$ cat src/rtl/axi_lite_arbiter.sv
// 2:1 AXI-Lite arbiter: IFU read port (M0) and LSU read/write port (M1) share one slave port.
// Exactly one transaction is in flight at a time. The grant is held from the address request
// until the response handshake.
// Optional feature: define AXI_ARB_RR_EN for round-robin contention resolution.
// The default build uses fixed priority, where M1 always wins.
module axi_lite_arbiter #(
    parameter int unsigned ADDR_W = 32,
    parameter int unsigned DATA_W = 32,
    parameter int unsigned STRB_W = DATA_W / 8
) (
    input  logic              clk_i,
    input  logic              rst_i,
    // M0 (IFU), read only
    input  logic              m0_ar_valid_i,
    input  logic [ADDR_W-1:0] m0_ar_addr_i,
    output logic              m0_ar_ready_o,
    output logic              m0_r_valid_o,
    output logic [DATA_W-1:0] m0_r_data_o,
    output logic [1:0]        m0_r_resp_o,
    input  logic              m0_r_ready_i,
    // M1 (LSU)
    input  logic              m1_ar_valid_i,
    input  logic [ADDR_W-1:0] m1_ar_addr_i,
    output logic              m1_ar_ready_o,
    output logic              m1_r_valid_o,
    output logic [DATA_W-1:0] m1_r_data_o,
    output logic [1:0]        m1_r_resp_o,
    input  logic              m1_r_ready_i,
    input  logic              m1_aw_valid_i,
    input  logic [ADDR_W-1:0] m1_aw_addr_i,
    output logic              m1_aw_ready_o,
    input  logic              m1_w_valid_i,
    input  logic [DATA_W-1:0] m1_w_data_i,
    input  logic [STRB_W-1:0] m1_w_strb_i,
    output logic              m1_w_ready_o,
    output logic              m1_b_valid_o,
    output logic [1:0]        m1_b_resp_o,
    input  logic              m1_b_ready_i,
    // Slave port
    output logic              s_ar_valid_o,
    output logic [ADDR_W-1:0] s_ar_addr_o,
    input  logic              s_ar_ready_i,
    input  logic              s_r_valid_i,
    input  logic [DATA_W-1:0] s_r_data_i,
    input  logic [1:0]        s_r_resp_i,
    output logic              s_r_ready_o,
    output logic              s_aw_valid_o,
    output logic [ADDR_W-1:0] s_aw_addr_o,
    input  logic              s_aw_ready_i,
    output logic              s_w_valid_o,
    output logic [DATA_W-1:0] s_w_data_o,
    output logic [STRB_W-1:0] s_w_strb_o,
    input  logic              s_w_ready_i,
    input  logic              s_b_valid_i,
    input  logic [1:0]        s_b_resp_i,
    output logic              s_b_ready_o
);

    localparam logic [1:0] RespOkay = 2'b00;

    localparam logic [3:0] StIdle = 4'b0001;
    localparam logic [3:0] StRdM0 = 4'b0010;
    localparam logic [3:0] StRdM1 = 4'b0100;
    localparam logic [3:0] StWrM1 = 4'b1000;

    logic [3:0] state_q, state_d;
    logic       ar_done_q, ar_done_d;
    logic       aw_done_q, aw_done_d;
    logic       w_done_q, w_done_d;
    logic       last_q, last_d;      // 0: M0 granted most recently, 1: M1

    logic       m0_req, m1_req, m1_wins;
    logic [3:0] m1_st;

    assign m0_req = m0_ar_valid_i;
    assign m1_req = m1_ar_valid_i | m1_aw_valid_i;
    // M1 read takes precedence over M1 write
    assign m1_st  = m1_ar_valid_i ? StRdM1 : StWrM1;

`ifdef AXI_ARB_RR_EN
    assign m1_wins = ~last_q;
`else
    logic unused_last;
    assign m1_wins     = 1'b1;
    assign unused_last = last_q;
`endif

    // Arbitration, handshake bookkeeping and grant release
    always_comb begin
        state_d   = state_q;
        ar_done_d = ar_done_q;
        aw_done_d = aw_done_q;
        w_done_d  = w_done_q;
        last_d    = last_q;
        unique case (state_q)
            StIdle: begin
                if (m0_req && m1_req) begin
                    state_d = m1_wins ? m1_st : StRdM0;
                end else if (m1_req) begin
                    state_d = m1_st;
                end else if (m0_req) begin
                    state_d = StRdM0;
                end
            end
            StRdM0: begin
                if (m0_ar_valid_i && s_ar_ready_i && !ar_done_q) ar_done_d = 1'b1;
                if (s_r_valid_i && m0_r_ready_i) begin
                    state_d   = StIdle;
                    ar_done_d = 1'b0;
                    last_d    = 1'b0;
                end
            end
            StRdM1: begin
                if (m1_ar_valid_i && s_ar_ready_i && !ar_done_q) ar_done_d = 1'b1;
                if (s_r_valid_i && m1_r_ready_i) begin
                    state_d   = StIdle;
                    ar_done_d = 1'b0;
                    last_d    = 1'b1;
                end
            end
            StWrM1: begin
                if (m1_aw_valid_i && s_aw_ready_i && !aw_done_q) aw_done_d = 1'b1;
                if (m1_w_valid_i && s_w_ready_i && !w_done_q) w_done_d = 1'b1;
                if (s_b_valid_i && m1_b_ready_i) begin
                    state_d   = StIdle;
                    aw_done_d = 1'b0;
                    w_done_d  = 1'b0;
                    last_d    = 1'b1;
                end
            end
            default: begin
                state_d   = StIdle;
                ar_done_d = 1'b0;
                aw_done_d = 1'b0;
                w_done_d  = 1'b0;
            end
        endcase
    end

    // Channel routing: only the granted master sees the slave, everything else idles at zero
    always_comb begin
        m0_ar_ready_o = 1'b0;
        m0_r_valid_o  = 1'b0;
        m0_r_data_o   = '0;
        m0_r_resp_o   = RespOkay;
        m1_ar_ready_o = 1'b0;
        m1_r_valid_o  = 1'b0;
        m1_r_data_o   = '0;
        m1_r_resp_o   = RespOkay;
        m1_aw_ready_o = 1'b0;
        m1_w_ready_o  = 1'b0;
        m1_b_valid_o  = 1'b0;
        m1_b_resp_o   = RespOkay;
        s_ar_valid_o  = 1'b0;
        s_ar_addr_o   = '0;
        s_r_ready_o   = 1'b0;
        s_aw_valid_o  = 1'b0;
        s_aw_addr_o   = '0;
        s_w_valid_o   = 1'b0;
        s_w_data_o    = '0;
        s_w_strb_o    = '0;
        s_b_ready_o   = 1'b0;
        unique case (state_q)
            StRdM0: begin
                s_ar_valid_o  = m0_ar_valid_i & ~ar_done_q;
                s_ar_addr_o   = m0_ar_addr_i;
                m0_ar_ready_o = s_ar_ready_i & ~ar_done_q;
                m0_r_valid_o  = s_r_valid_i;
                m0_r_data_o   = s_r_data_i;
                m0_r_resp_o   = s_r_resp_i;
                s_r_ready_o   = m0_r_ready_i;
            end
            StRdM1: begin
                s_ar_valid_o  = m1_ar_valid_i & ~ar_done_q;
                s_ar_addr_o   = m1_ar_addr_i;
                m1_ar_ready_o = s_ar_ready_i & ~ar_done_q;
                m1_r_valid_o  = s_r_valid_i;
                m1_r_data_o   = s_r_data_i;
                m1_r_resp_o   = s_r_resp_i;
                s_r_ready_o   = m1_r_ready_i;
            end
            StWrM1: begin
                s_aw_valid_o  = m1_aw_valid_i & ~aw_done_q;
                s_aw_addr_o   = m1_aw_addr_i;
                m1_aw_ready_o = s_aw_ready_i & ~aw_done_q;
                s_w_valid_o   = m1_w_valid_i & ~w_done_q;
                s_w_data_o    = m1_w_data_i;
                s_w_strb_o    = m1_w_strb_i;
                m1_w_ready_o  = s_w_ready_i & ~w_done_q;
                m1_b_valid_o  = s_b_valid_i;
                m1_b_resp_o   = s_b_resp_i;
                s_b_ready_o   = m1_b_ready_i;
            end
            default: ;
        endcase
    end

    // State and flag registers with synchronous active-low reset
    always_ff @(posedge clk_i) begin
        if (!rst_i) begin
            state_q   <= StIdle;
            ar_done_q <= 1'b0;
            aw_done_q <= 1'b0;
            w_done_q  <= 1'b0;
            last_q    <= 1'b0;
        end else begin
            state_q   <= state_d;
            ar_done_q <= ar_done_d;
            aw_done_q <= aw_done_d;
            w_done_q  <= w_done_d;
            last_q    <= last_d;
        end
    end

endmodule

$ cat config.mk
export PLATFORM = sky130hd
export DESIGN_NAME = axi_lite_arbiter
export DESIGN_NICKNAME = d
export VERILOG_FILES = /design/src/rtl/axi_lite_arbiter.sv
export SDC_FILE = /design/constraint.sdc
export NUM_CORES = 1
export LEC_CHECK = 0
export BUFFER_PORTS_ARGS = -buffer_cell sky130_fd_sc_hd__buf_2
export CORE_AREA = 2 2 141 143
export DETAILED_ROUTE_END_ITERATION = 12
export DIE_AREA = 0 0 143 145
export GPL_ROUTABILITY_DRIVEN = 0
export GPL_TIMING_DRIVEN = 0
export PLACE_DENSITY = 0.45
export RECOVER_POWER = 50
export SYNTH_ARGS = -nofsm -noshare
export SYNTH_HDL_FRONTEND = slang
export SYNTH_SLANG_ARGS = --single-unit
$ cat constraint.sdc
create_clock -name clk_i -period 1.3 [get_ports clk_i]
set_input_delay 0.13 -clock clk_i [delete_from_list [all_inputs] [get_ports clk_i]]
set_output_delay 0.13 -clock clk_i [all_outputs]
set_load 0.01 [all_outputs]
# Yosys cells after proc, flatten, opt, wreduce, memory -nomap -nowiden
# Index checks and enable logic that the tools add are counted.
[op_classes]
add_sub_neg = 0
n_mul = 0
div_mod_pow = 0
order_cmp = 0
n_eq_ne = 12
n_shift = 0
mux = 40
n_bitwise = 13
n_reduce_logical = 21
[ops]
columns = ["cell", "n"]
rows = [
  ["2-to-1 mux 32 bit", 4],
  ["one-hot mux 32 bit (2 select lines)", 1],
  ["2-to-1 mux 4 bit", 8],
  ["2-to-1 mux 1 bit", 18],
  ["one-hot mux 4 bit (4 select lines)", 1],
  ["logical AND 1 bit", 12],
  ["!= test 3 bit, second input constant", 4],
  ["one-hot mux 1 bit (2 select lines)", 4],
  ["bitwise AND 1 bit", 7],
  ["2-to-1 mux 2 bit", 3],
  ["!= test 2 bit, second input constant", 3],
  ["NOT 1 bit", 5],
  ["equality test 4 x 1 -> 1 bit, second input constant", 1],
  ["equality test 4 x 2 -> 1 bit, second input constant", 1],
  ["equality test 4 x 3 -> 1 bit, second input constant", 1],
  ["equality test 4 bit, second input constant", 1],
  ["!= test 4 bit, second input constant", 1],
  ["AND reduction 2 bit", 2],
  ["AND reduction 4 bit", 1],
  ["logical NOT 1 bit", 3],
  ["one-hot mux 1 bit (3 select lines)", 1],
  ["AND reduction 3 bit", 1],
  ["OR reduction 3 bit", 1],
  ["OR reduction 2 bit", 1],
  ["bitwise OR 1 bit", 1],
]
[word_totals]
reg_bits = 7
latch_bits = 0
ramBits = 0
romBits = 0
wordCells = 90
memories = 0

# Logic depth before layout (Yosys ltp)
[depth]
depth_word = 5
depth_mapped = 5
ltp_nobuf = 4

# Worst setup path after synthesis
# No wires, ideal clock.
[synth_timing]
path_type = "register -> output"
start = "register state_q[0]"
end = "output port s_ar_valid_o"
arrival_ps = 1415
required_ps = 1170
setup_slack_ps = -245
stages_incl_launch_ff = 6
path_cell_list = "dfxtp_1 -> buf_2 -> nor4b_4 -> buf_2 -> a22oi_1 -> nor2_1"
[synth_between]
elab_chain_cells = 2
[synth_lines]
columns = ["element", "line", "rtl"]
rows = [
  ["start, declared", "66", "logic [3:0] state_q, state_d;"],
  ["start signal, assigned", "201", "state_q <= StIdle;"],
  ["start signal, assigned", "207", "state_q <= state_d;"],
  ["equality test 4 x 3 -> 1 bit or equality test 4 x 2 -> 1 bit (tied branches)", "163", "unique case (state_q)"],
  ["one-hot mux 1 bit (2 select lines) *", "163", ""],
  ["end, declared", "40", "output logic s_ar_valid_o,"],
]
# Mark *: on every way between the ends. The rest lies on a longest branch, timed or not.

# Final worst setup path
[layout_timing]
start = "register state_q[3]"
end = "output port s_ar_addr_o[22]"
[layout_between]
elab_chain_cells = 2
[layout_lines]
columns = ["element", "line", "rtl"]
rows = [
  ["equality test 4 x 3 -> 1 bit or equality test 4 x 2 -> 1 bit (tied branches)", "163", ""],
  ["one-hot mux 32 bit (2 select lines) *", "163", ""],
  ["end, declared", "41", "output logic [ADDR_W-1:0] s_ar_addr_o,"],
]
# Marked as above.

==> impl_metrics.csv <==
group,metric,value,unit
critical_path,critPathLaunch,"state_q[3]",
layout,nets,843,
outcome,status,"complete, but fails checks",
floorplanning,design.die.area,20700,µm²
layout,post-route-util,30.1,%
timing,setup_violations,189,
layout,final_cells,925,
critical_path,cp-start-kind,"flip-flop",
pwr,p_per_area,341,nW/µm²
run,timing.max_cap.violations,0,
grt,grt_pass1_wl,19200,µm
critical_path,worst_r2r_path_depth,9,
grt,antenna_found_initial,0,
floorplanning,core,19200,µm²
grt,grt_max_degree,11,
clocking,root_buffer,"clkbuf_16",
placement,io_buffers,363,
timing,finalHoldViolations,0,
logic_synthesis,synth-compound-area-share,24.2,%
drt,routedWlPerCell,15.6,µm
logic_synthesis,syn-mean-instance-area,7.01,µm²
layout,drive_gt1_share,82.7,%
floorplanning,start_util,9.38,%
logic_synthesis,ys.flop_type,"dfxtp_1",
pwr,peakVddDrop,0.000296,V
logic_synthesis,synth-adder-area-share,0,%
clocking,cts_hold_repair.buffers,0,
critical_path,reg2reg_from,"state_q[1]",
pwr,p_leak,3.14,nW
logic_synthesis,synth_top_family_by_area,"simple AND/OR/NAND/NOR gates",
floorplanning,die_h,145,µm
clocking,cts_tree,"built",
drt,drt-initial-drc-count,110,
logic_synthesis,synth_simple_gate_area_share,60.4,%
grt,grt_remaining_overflow,0,
critical_path,crit_path_top_delay_cell,"nor4b_4",
clocking,htreeDepth,1,
worst_hold_path,hp-class,"in2reg",
placement,dp.cells,885,
critical_path,crit_path_end_kind,"output port",
grt,gr-usage-all-layers,11.9,%
critical_path,r2r_slack,-0.38,ns
drt,totalWireLength,14500,µm
critical_path,worstSetupPathType,"reg2out",
drt,vias_per_cell,3.73,
critical_path,path_cells,"buf_6, nor4b_4, buf_4, buf_8, buf_8, a22o_1, buf_6",
critical_path,worstPathMaxFanout,7,
logic_synthesis,syn_nets,439,
layout,n_antenna_cell,0,
grt,grt_pass1_vias,3227,
clocking,clockBufferDepth,2,
layout,syn_to_final_growth,220,%
timing,fmax,543,MHz
timing,tightestPinTransition,0.658,ns
clocking,clkSlewWorstSetupHoldPaths,0.04,ns
logic_synthesis,synth_edf_count,0,
critical_path,arrival,1.71,ns
timing,post-route-period-util,142,%
floorplanning,top_level_ports,364,
clocking,clkLatencyLatePin,0.24,ns
clocking,cts_sinks,7,
clocking,cts_buffers,3,
drt,dr.pass1.iters,4,
critical_path,cp-endpoint,"s_ar_addr_o[22]",
drt,num_vias,3453,
critical_path,critical_path.max_stage_delay,0.32,ns
placement,dp_hpwl,10800,µm
timing,rsz0062_at_grt,"true",
floorplanning,row_count,51,
critical_path,worstReg2RegEnd,"state_q[1]",
logic_synthesis,synth_area,1800,µm²
timing,fin_skew,0.00312,ns
outcome,violations,"negative setup slack",
logic_synthesis,synthArstFlopShare,0,%
logic_synthesis,synth_cells,257,
logic_synthesis,yosys_warnings,0,
timing,slew_headroom,55.5,%
drt,drtAntennaViolNets,0,
floorplanning,die_x,143,µm
logic_synthesis,ys_types,30,
critical_path,required,1.17,ns
logic_synthesis,synthMuxAreaShare,0,%
timing,setup_slack,-0.543,ns
timing,slew_violations,0,
logic_synthesis,yosysSeqAreaShare,7.78,%
drt,drcViolationCount,0,
logic_synthesis,synth_xor_area_share,0.972,%
timing,final.min_clock_period,1.84,ns
logic_synthesis,synth_seq_cells,7,
-- Yosys cell counts (all sizes together), types with 2 or more instances --
cell | instances | area share [%]
a311oi | 2 | 0.97
dfxtp | 7 | 7.8
a22oi | 3 | 1.5
inv | 2 | 0.42
nor4b | 4 | 4.4
a21oi | 2 | 0.56
a21boi | 2 | 0.83
and3b | 6 | 2.9
a31oi | 4 | 1.4
and2 | 142 | 49
o21ai | 2 | 0.56
nand3b | 2 | 0.83
nand2 | 5 | 1.0
a22o | 33 | 16
clkbuf | 16 | 3.4
nor2 | 6 | 1.2
buf | 10 | 2.8
-- layout by cell type (no fill, tap or decap), types with 2 or more instances in the layout --
cell and n:
a21oi_1 2, buf_12 2, a311oi_1 2, and2_1 36
buf_6 130, buf_2 252, and3b_1 6, nor2_1 5
nor4b_4 3, and2_4 106, buf_8 22, nand3b_1 2
clkbuf_16 10, nand2_1 4, a22o_1 33, dfxtp_1 3
a31oi_1 4, a22oi_2 2, clkbuf_8 3, buf_4 9
dfxtp_2 3, o21ai_0 2, inv_1 2
-- routing by layer --
metal	vias up	global-route usage (%)	wire length (µm)
li1	1678	-	-
met1	1642	16.2	6140
met2	125	20.2	7450
met3	8	1.52	765
met4	0	1.63	106
met5	-	0	0
-- critical path, delay by kind of cell (launching register included) --
family,cells,cell delay [ns]
buffers and inverters,5,0.66
AND/OR/NAND/NOR,1,0.32
flip-flops,1,0.31
AO/OA/AOI/OAI,1,0.19
-- how the worst min path moves through the flow --
stage                from         end  slack, ns  depth (start not counted)
floorplan           rst_i  state_q[0]       0.21                          1
global placement    rst_i  state_q[0]       0.33                          2
detailed placement  rst_i  state_q[0]       0.33                          2
CTS                 rst_i  state_q[0]       0.09                          2
global route        rst_i  state_q[0]        0.1                          2
finish              rst_i  state_q[0]       0.08                          2
-- cell families (layout without fill, tap and decap cells) --
family / count (synthesis) / after routing
buffers and inverters: 28 / 431
XOR/XNOR: 2 / 2
AND/OR/NAND/NOR: 167 / 167
flip-flops: 7 / 7
AO/OA/AOI/OAI: 53 / 53
-- cell type report --
| class | count | area (µm²) |
|---|---|---|
| inverters | 2 | 7.51 |
| repair buffers | 403 | 3020 |
| multi-input cells | 222 | 1830 |
| plain buffers | 22 | 359 |
| fillers | 2045 | 13400 |
| flip-flops and latches | 7 | 148 |
| well taps | 265 | 332 |
| clock buffers | 4 | 78.8 |
-- where the power goes --
part	leakage (nW)	switching [mW]	internal (mW)	total, mW
Clock	0.0382	0.142	0.411	0.553
Combinational	3.04	0.467	0.663	1.13
Sequential	0.0587	0.0417	0.242	0.283
-- state kept, by name, indices dropped and copies added (netlist names) --
register	cells
state_q	4
ar_done_q	1
aw_done_q	1
w_done_q	1
-- what timing repair did --
action                                 in CTS  in global routing
pin swaps                                  46                 96
endpoints found under the hold margin       0                  0
setup buffers                              15                  9
setup endpoints to repair                 189                189
gates cloned                               11                  5
gates resized for setup                   153                188
-- stage by stage --
stage / TNS, ns / power (mW) / setup slack [ns] / hold WS (ns) / instance area, µm²
6_report: -80.48 / 1.97 / -0.543 / 0.0833 / 5770
5_1_grt: -92.09 / 2.07 / -0.592 / 0.0978 / 5770
4_1_cts: -83.03 / 1.85 / -0.514 / 0.0879 / 4940
3_5_place_dp: -108.51 / 1.10 / -0.860 / 0.327 / 3990
3_3_place_gp: -107.38 / 1.10 / -0.844 / 0.327 / 3990
2_1_floorplan: -19.21 / 0.624 / -0.173 / 0.206 / 1840
Note: power is estimated with default switching activity, not from simulation.
